<file path="src/rtl/grf_scoreboard.sv">
// GRF write scoreboard: tracks pending register writes and their forwarding countdowns, raises decode stall.
// Optional stall statistics counter enabled by defining SCOREBOARD_STAT_EN.
module grf_scoreboard (
  input  logic       clk,
  input  logic       reset,
  input  logic       dec_valid,
  input  logic [4:0] dec_rs,
  input  logic [4:0] dec_rt,
  input  logic       dec_rs_use,
  input  logic       dec_rt_use,
  input  logic       dec_wr,
  input  logic [4:0] dec_rd,
  input  logic [1:0] dec_tnew,
  input  logic       wb_en,
  input  logic [4:0] wb_a3,
  input  logic       flush,
  output logic       stall,
  output logic       rs_pend,
  output logic       rt_pend,
  output logic [5:0] outstanding
`ifdef SCOREBOARD_STAT_EN
  ,
  output logic [31:0] stall_cycles
`endif
);

  localparam int unsigned NREG  = 32;
  localparam int unsigned CNT_W = 2;

  logic [NREG-1:0]  pend;
  logic [CNT_W-1:0] cnt [NREG];

  logic rs_blk, rt_blk, issue, wb_clr, inc, dec;

  // Source hazard detection; a same-cycle write-back bypasses the pending entry.
  always_comb begin
    rs_pend = 1'b0;
    rt_pend = 1'b0;
    rs_blk  = 1'b0;
    rt_blk  = 1'b0;
    rs_pend = (dec_rs != 5'd0) && pend[dec_rs] && !(wb_en && (wb_a3 == dec_rs));
    rt_pend = (dec_rt != 5'd0) && pend[dec_rt] && !(wb_en && (wb_a3 == dec_rt));
    rs_blk  = dec_rs_use && rs_pend && (cnt[dec_rs] != 2'd0);
    rt_blk  = dec_rt_use && rt_pend && (cnt[dec_rt] != 2'd0);
    stall   = dec_valid && (rs_blk || rt_blk);
  end

  // Issue/retire qualification and occupancy deltas.
  always_comb begin
    issue  = 1'b0;
    wb_clr = 1'b0;
    inc    = 1'b0;
    dec    = 1'b0;
    issue  = dec_valid && !stall && dec_wr && (dec_rd != 5'd0);
    wb_clr = wb_en && (wb_a3 != 5'd0);
    inc    = issue && !pend[dec_rd];
    dec    = wb_clr && pend[wb_a3] && !(issue && (dec_rd == wb_a3));
  end

  always_ff @(posedge clk) begin
    if (reset || flush) begin
      pend        <= '0;
      outstanding <= 6'd0;
      for (int i = 0; i < NREG; i++) cnt[i] <= '0;
    end else begin
      for (int i = 1; i < NREG; i++) begin
        if (issue && (dec_rd == 5'(i))) begin
          pend[i] <= 1'b1;
          cnt[i]  <= dec_tnew;
        end else if (wb_clr && (wb_a3 == 5'(i))) begin
          pend[i] <= 1'b0;
          cnt[i]  <= '0;
        end else if (cnt[i] != 2'd0) begin
          cnt[i]  <= cnt[i] - 2'd1;
        end
      end
      case ({inc, dec})
        2'b10:   outstanding <= outstanding + 6'd1;
        2'b01:   outstanding <= outstanding - 6'd1;
        default: outstanding <= outstanding;
      endcase
    end
  end

`ifdef SCOREBOARD_STAT_EN
  // Counts stalled cycles; survives flush, wraps naturally.
  always_ff @(posedge clk) begin
    if (reset)      stall_cycles <= 32'd0;
    else if (stall) stall_cycles <= stall_cycles + 32'd1;
  end
`endif

endmodule
</file>
<file path="config.mk">
export PLATFORM = sky130hd
export DESIGN_NAME = grf_scoreboard
export DESIGN_NICKNAME = d
export VERILOG_FILES = /design/src/rtl/grf_scoreboard.sv
export SDC_FILE = /design/constraint.sdc
export NUM_CORES = 1
export LEC_CHECK = 0
export ABC_AREA = 1
export BUFFER_PORTS_ARGS = -buffer_cell sky130_fd_sc_hd__buf_2
export CAP_MARGIN = 10
export CORE_MARGIN = 4
export CORE_UTILIZATION = 60
export DETAILED_ROUTE_END_ITERATION = 10
export PLACE_DENSITY = 0.78
export SYNTH_ARGS = -nofsm -noshare
export SYNTH_HDL_FRONTEND = slang
export SYNTH_SLANG_ARGS = --single-unit
</file>
<file path="constraint.sdc">
create_clock -name clk -period 6.2 [get_ports clk]
set_clock_uncertainty 0.2 [all_clocks]
set_input_delay 0.62 -clock clk [delete_from_list [all_inputs] [get_ports clk]]
set_output_delay 0.62 -clock clk [all_outputs]
set_load 0.05 [all_outputs]
</file>
======== Word level (Yosys, flattened, before mapping) ========
Memories as Yosys holds them, arrays and structs flattened.
Cells that the tools add are included.
word-level totals
  bits in registers ....................... 37
  RAM bits ................................ 64
  bits of input ports ..................... 30
  output and inout port bits .............. 9
  word-level logic and storage cells ...... 925
  memories ................................ 1
memories
  memory  words  width  rd ports  clocked after memory_dff  write ports  RTL line  source
  cnt     32     2      33        0                         32           31        logic [CNT_W-1:0] cnt [NREG];
cells by class
  $add $sub $neg .......................... 33
  order comparisons ....................... 4
  equality and inequality tests ........... 67
  multiplexer cells ....................... 538
  bitwise gates (word level) .............. 93
  reduce and logical (&&, ||, !) cells .... 157
operators by type and width
  kind                                                        count
  two-way mux 1 bit                                           440
  two-way mux 2 bit                                           93
  == test 5 bit, second input constant                        32
  nonzero test 2 bit                                          65
  bitwise OR 1 bit                                            93
  logical AND 1 bit                                           81
  == test 5 x 4 -> 1 bit, second input constant               16
  subtractor 2 x 1 -> 2 bit, second input constant            31
  == test 5 x 3 -> 1 bit, second input constant               8
  less-than comparator 5 x 6 -> 1 bit, second input constant  4
  binary-select mux 1 bit (select 5 bit)                      4
  == test 5 x 2 -> 1 bit, second input constant               4
  nonzero test 5 bit                                          4
  == test 5 bit                                               3
  one-hot mux 6 bit (2 select lines)                          1
  == test 5 x 1 -> 1 bit, second input constant               2
  adder 6 x 1 -> 6 bit, second input constant                 1
  subtractor 6 x 1 -> 6 bit, second input constant            1
  logical NOT 1 bit                                           5
  == test 2 x 1 -> 1 bit, second input constant               1
  == test 2 bit, second input constant                        1
  logical OR 1 bit                                            2

======== Longest topological paths before layout ========
  depth in word-level cells ............... 19
  depth in mapped cells ................... 30
  mapped depth without buffers ............ 29

======== Least setup slack after synthesis ========
Ideal clock, no wire load.
  path kind ............................... input to register
  start ................................... in dec_rt[1]
  end ..................................... reg outstanding[5]
  library setup time ...................... 0.119 ns
  arrival time ............................ 3.850 ns
  required time ........................... 5.881 ns
  setup slack ............................. 2.031 ns
  stages on the path ...................... 28
  path buffers ............................ 3
  path through ............................ buf_4 inv_2 buf_4 nand3_1 a21oi_1 nor2_1 nand2_1 nand2_1 nor2_4 nand3_4 buf_12 nand2_2 nor2_4 nand3_1 nand4_1 inv_1 ha_1 ha_1 a21oi_1 inv_1 a31oi_1 o21bai_1 a21oi_1 nor2_1 nor2_1 nand2_1 o21ai_0 a21oi_1
on the way
  longest elaborated chain between the ends .. 17
  elaborated cells between the ends (all ways) .. 26
  classes of those cells .................. eq/ne (3); mux (3); reduce/logical (19); memory (1)
RTL lines
  what                                                                          RTL line  source
  start, declared                                                               8         input logic [4:0] dec_rt,
  binary-select mux 1 bit (select 5 bit) or == test 5 bit (tied branches)       42        rt_pend = (dec_rt != 5'd0) && pend[dec_rt] && !(wb_en && (wb_a3 == dec_rt));
  two-way mux 1 bit (not written as such) or logical AND 1 bit (tied branches)  42
  logical AND 1 bit or logical NOT 1 bit (tied branches)                        42
  logical AND 1 bit *                                                           42
  named net rt_pend                                                             19        output logic rt_pend,
  logical AND 1 bit * (2 in series)                                             44        rt_blk = dec_rt_use && rt_pend && (cnt[dec_rt] != 2'd0);
  logical OR 1 bit *                                                            45        stall = dec_valid && (rs_blk || rt_blk);
  logical AND 1 bit *                                                           45
  logical NOT 1 bit *                                                           54        issue = dec_valid && !stall && dec_wr && (dec_rd != 5'd0);
  logical AND 1 bit * (3 in series)                                             54
  logical AND 1 bit                                                             57        dec = wb_clr && pend[wb_a3] && !(issue && (dec_rd == wb_a3));
  logical NOT 1 bit                                                             57
  logical AND 1 bit                                                             57
  == test 2 x 1 -> 1 bit or == test 2 bit (tied branches)                       77        case ({inc, dec})
  one-hot mux 6 bit (2 select lines) or nonzero test 2 bit (tied branches)      n/a
  end signal, assigned                                                          78        2'b10: outstanding <= outstanding + 6'd1;
  end signal, assigned                                                          79        2'b01: outstanding <= outstanding - 6'd1;
  end signal, assigned                                                          80        default: outstanding <= outstanding;
  end, declared                                                                 20        output logic [5:0] outstanding
Mark *: on every way through the listed nets, which the timed path passes. The rest lies on a longest branch. The select of a mux whose other input is x is not followed.
A chain may end at the register's enable or synchronous reset.

======== Worst setup path after layout ========
  start ................................... in dec_rs[0]
  end ..................................... reg outstanding[5]
on the way
  longest elaborated chain between the ends .. 17
  elaborated cells between the ends (all ways) .. 26
  classes of those cells .................. eq/ne (3); mux (3); reduce/logical (19); memory (1)
RTL lines
  what                                                                          RTL line  source
  start, declared                                                               7         input logic [4:0] dec_rs,
  binary-select mux 1 bit (select 5 bit) or == test 5 bit (tied branches)       41        rs_pend = (dec_rs != 5'd0) && pend[dec_rs] && !(wb_en && (wb_a3 == dec_rs));
  two-way mux 1 bit (not written as such) or logical AND 1 bit (tied branches)  41
  logical AND 1 bit or logical NOT 1 bit (tied branches)                        41
  logical AND 1 bit                                                             41
  logical AND 1 bit                                                             43        rs_blk = dec_rs_use && rs_pend && (cnt[dec_rs] != 2'd0);
  logical AND 1 bit *                                                           43
  logical OR 1 bit *                                                            45
  logical AND 1 bit *                                                           45
  logical NOT 1 bit *                                                           54
  logical AND 1 bit * (3 in series)                                             54
  logical AND 1 bit                                                             57
  logical NOT 1 bit                                                             57
  logical AND 1 bit                                                             57
  == test 2 x 1 -> 1 bit or == test 2 bit (tied branches)                       77
  one-hot mux 6 bit (2 select lines) or nonzero test 2 bit (tied branches)      n/a
Mark *: on every way between the ends. The rest lies on a longest branch, timed or not. The select of a mux whose other input is x is not followed.

==> impl.org <==
** Route
- Summed over all nets, wire length on met3 after detailed routing comes to about 2700 um.
- Routed signal wires occupy layers up through met4.
- Number of optimization iterations in the first detailed-route pass :: 6
- Wires add up to 29450 um.
- After detailed routing, the wire length on met1 is roughly 13000 um.
- Via count :: 9982
- Once detail routing completed, the nets flagged for antenna violations numbered 0.
- In the final routed layout, each cell accounts on average for 17.34 um.
- Violation count after the first detailed-routing iteration :: 1175
- Routed vias/inst :: 5.879
- After detailed routing, the number of remaining DRC violations is 0.
- In the detailed route, the total length drawn on met2 is 13040 um.

** Synth
- By area the synthesized netlist is led by sky130_fd_sc_hd__edfxtp_1, sky130_fd_sc_hd__nand2_1, sky130_fd_sc_hd__nor2_1.
- Number of synthesized register bits :: 99
- Area fraction of the dominant cell type after synthesis :: 0.1934
- Syn Std Cell Area :: 0.009627 sq mm
- Part of the Yosys area used for sequential elements :: 0.2703
- Fraction of registers with async set or reset after synthesis :: 0
- Most common flop cell mapped by yosys :: sky130_fd_sc_hd__edfxtp_1
- The number of nets in the synthesized netlist is around 1600.
- Unique masters post-synth :: 47
- Synthesis Warnings :: 0
- A synthesized cell averages 6.465 sq um.
- The cell count after synthesis came out at 1489.
- Of all cell types, the one taking the most synthesized area is sky130_fd_sc_hd__edfxtp_1.
- EDFF count, synth :: 62

** Layout
- 0 antenna diodes ended up in the layout.
- In the final layout, the share of cells above drive strength 1 is 0.08502.
- The net count of the finished layout is 1544.
- Once layout is complete, the cells apart from fillers number 1698.
- Layout Utilization :: 0.6323
- Synth-to-Final Area Change :: 3.951%

** Placement
- Once placement completed, the tool counted placed cells totaling 1682.
- Routability cong. :: 1.063
- Count of buffers from port buffering :: 38
- Placed wire-length estimate :: 21400 um

** CTS
- The number of hold buffers added after CTS was 0.
- Clk sink count :: slightly below 100
- The tree is rooted in a sky130_fd_sc_hd__clkbuf_16.
- Clock-pin slew was measured on the worst setup and hold paths at 70 ps.
- Clock tree from TritonCTS :: yes
- Post-CTS Setup Inserts :: 0
- Clk Latency, worst-skew pair :: about 360 ps
- In this run the number of H-tree levels came out at 3.
- Post-CTS Resized :: 0
- Clock tree buffer depth :: 2
- CTS Buf Count :: 9

** Timing
- Final Cycle Share :: 0.7204
- On the final layout, the worst hold slack is 262.0 ps.
- Number of max-slew violations in the final report :: 0
- Total of endpoints with negative setup slack in the final report :: 0
- Crit path time final :: about 4500 ps
- Static timing analysis puts the maximum clock frequency at around 0.22 GHz.
- Setup repair after global routing missed its margin :: false
- Setup TNS Final :: 0 ps
- The number of endpoints with negative hold slack in the final report came to 0.
- At the pin with the least slew margin, the transition time is 912.2 ps.
- Headroom to the max-slew limit came out at 0.3896.

** Worst setup path
- Peak per-stage delay on the critical path :: 480 ps
- In this run the critical register-to-register path is launched from cnt[31][0].
- The worst setup path is of the in -> reg kind.
- Maximum fanout count along the critical path :: 24
- The worst register-to-register path has a depth of 28.
- Critical register-to-register path endpoint :: outstanding[5]
- Data on the critical path arrives at its endpoint at 4520 ps.
- STA classifies the critical path startpoint as a primary input.
- Reg-to-reg slack, setup :: around 2300 ps
- The largest individual stage delay along the critical path comes from the cell sky130_fd_sc_hd__buf_2.
- Kind of capture point of the worst setup path :: register
- Worst Path Required :: 6250 ps
- Cell repeated most along the worst path :: sky130_fd_sc_hd__nand3_1

** GRT
- Wire length of the first global-routing pass :: roughly 47000 um
- Global-route usage over all layers :: 0.3268
- The number of antenna violations at the first check in global routing was 0.
- Entering global routing, the biggest net connects 80 pins.
- The via count of the first global-routing pass is 8908.
- The total overflow left after global routing is 0.

** Pwr
- Reported leakage power :: 4.371 nW
- Switching power share of the total :: 0.3469
- Clock power share :: 0.314
- Power per Cell Area :: 182.7 mW/mm^2
- Sequential Power Share :: 0.417
- Combinational share of power :: 0.270
- Worst supply voltage drop on vdd :: 0.1383 mV
- Summed over all nets, the switching power comes to 0.6341 mW.
- Cell internal power was estimated by the tool at about 1.2 mW.

** Hold path
- WHS Path Cells :: 2
- Startpoint of the worst hold path :: outstanding[5]
- The path with the worst hold slack has its endpoint at outstanding[5].
- The min-delay analysis places its worst path in the category reg -> reg.

** Die
- 39 I/O pins were placed.
- Die area :: 0.01813 sq mm
- Horizontal extent of the die :: between 100 and 150 um
- For this configuration, the core starts out at a cell density of 0.6082.
- Chip height :: around 130 um
- The region available for standard cell placement spans 0.01583 sq mm.
- The floorplan has 46 rows.

** Status
- The flow ran to the end, and the final reports show no timing, DRC or antenna violations.

** Job
- Max-cap violations in this run came to 0.
critical path, delay by kind of cell:
family          cells  cell delay (ps)
fa+ha+maj           2              560
buf+inv             4              830
compound gates      6              860
simple gates       15             1630
power by group through the flow:
stage	Clock, mW	Sequential [mW]	Combinational, mW
after floorplan	0	0.776	0.371
after global placement	0	0.776	0.476
after detailed placement	0	0.777	0.482
after CTS	0.584	0.762	0.484
after global routing	0.610	0.766	0.550
final	0.573	0.762	0.493
synth_stat cells, types with 2 or more instances:
| library cell | instances |
|---|---|
| sky130_fd_sc_hd__buf_4 | 9 |
| sky130_fd_sc_hd__clkinv_1 | 3 |
| sky130_fd_sc_hd__a21oi_1 | 63 |
| sky130_fd_sc_hd__nor2_2 | 3 |
| sky130_fd_sc_hd__nand2_4 | 2 |
| sky130_fd_sc_hd__xnor2_1 | 2 |
| sky130_fd_sc_hd__o21a_1 | 2 |
| sky130_fd_sc_hd__buf_2 | 6 |
| sky130_fd_sc_hd__edfxtp_1 | 62 |
| sky130_fd_sc_hd__xor2_1 | 2 |
| sky130_fd_sc_hd__ha_1 | 36 |
| sky130_fd_sc_hd__o221ai_1 | 6 |
| sky130_fd_sc_hd__buf_1 | 9 |
| sky130_fd_sc_hd__buf_6 | 11 |
| sky130_fd_sc_hd__nand4_1 | 49 |
| sky130_fd_sc_hd__a22oi_1 | 6 |
| sky130_fd_sc_hd__o22ai_1 | 22 |
| sky130_fd_sc_hd__nor2_1 | 234 |
| sky130_fd_sc_hd__a221oi_1 | 4 |
| sky130_fd_sc_hd__buf_8 | 2 |
| sky130_fd_sc_hd__nand3_1 | 140 |
| sky130_fd_sc_hd__o21ai_0 | 32 |
| sky130_fd_sc_hd__nand2_1 | 453 |
| sky130_fd_sc_hd__clkbuf_1 | 30 |
| sky130_fd_sc_hd__inv_1 | 175 |
| sky130_fd_sc_hd__nor2_4 | 4 |
| sky130_fd_sc_hd__nand4_4 | 28 |
| sky130_fd_sc_hd__inv_2 | 5 |
| sky130_fd_sc_hd__buf_12 | 2 |
| sky130_fd_sc_hd__o21ai_1 | 6 |
| sky130_fd_sc_hd__nor3_1 | 15 |
| sky130_fd_sc_hd__nand3_2 | 15 |
| sky130_fd_sc_hd__dfxtp_1 | 37 |
state kept, by name, indices dropped and copies added, names as in the netlist:
| signal | count |
|---|---|
| outstanding | 6 |
| pend | 31 |
| cnt | 62 |
cell usage in the layout (no fill, tap or decap), drive strengths merged:
cell type / n
a21oi: 64
xnor2: 2
edfxtp: 62
nand2: 456
nand3: 156
a21boi: 2
nor2: 241
o211ai: 1
nand4: 78
a221oi: 4
dfxtp: 37
o31ai: 1
clkinv: 4
inv: 182
a22oi: 6
nor4: 1
o221ai: 6
ha: 36
clkbuf: 11
xor2: 2
o2111ai: 1
a31oi: 1
buf: 46
o21a: 2
nor3: 15
clkinvlp: 2
o21ai: 38
o22ai: 22
bufinv: 1
o21bai: 1
fa: 1
through the flow:
step	setup WS [ps]	power, mW	area, sq um
6_report	1734	1.828	10010
5_1_grt	1340	1.925	10010
4_1_cts	1836	1.830	10010
3_5_place_dp	1461	1.259	9719
3_3_place_gp	1612	1.252	9719
2_1_floorplan	2031	1.147	9627
kinds of logic (layout without fill, tap and decap cells):
kind of cell | Yosys count | count (layout) | share of synthesized area
adder cells (fa/ha/maj) | 37 | 37 | 0.04887
AND/OR/NAND/NOR | 947 | 947 | 0.4711
AO/OA/AOI/OAI | 149 | 149 | 0.08851
buffers and inverters | 253 | 246 | 0.1175
XOR/XNOR | 4 | 4 | 0.003640
flip-flops | 99 | 99 | 0.2703
worst max path at each step:
stage / endpoint / startpoint
detailed placement: outstanding[5] / dec_rt[0]
global placement: outstanding[5] / dec_rt[0]
finish: outstanding[5] / dec_rs[0]
global route: outstanding[5] / dec_rt[0]
CTS: outstanding[5] / dec_rt[0]
floorplan: outstanding[5] / dec_rt[1]
layer usage:
| layer | GRT usage | vias to the layer above |
|---|---|---|
| met1 | 0.4529 | 4533 |
| met2 | 0.5120 | 483 |
| li1 | - | 4879 |
| met5 | 0 | - |
| met3 | 0.04769 | 87 |
| met4 | 0.1363 | 0 |
final cells by class:
class,instances,area (sq um)
Fill cell,1514,5821
Inverter,184,693.2
Multi-Input combinational cell,1137,5903
Sequential cell,99,2603
Clock buffer,11,232.7
Tap cell,216,270.3
Clock inverter,5,55.05
Timing Repair Buffer,46,250.2
Power figures use the tool's default switching activity.
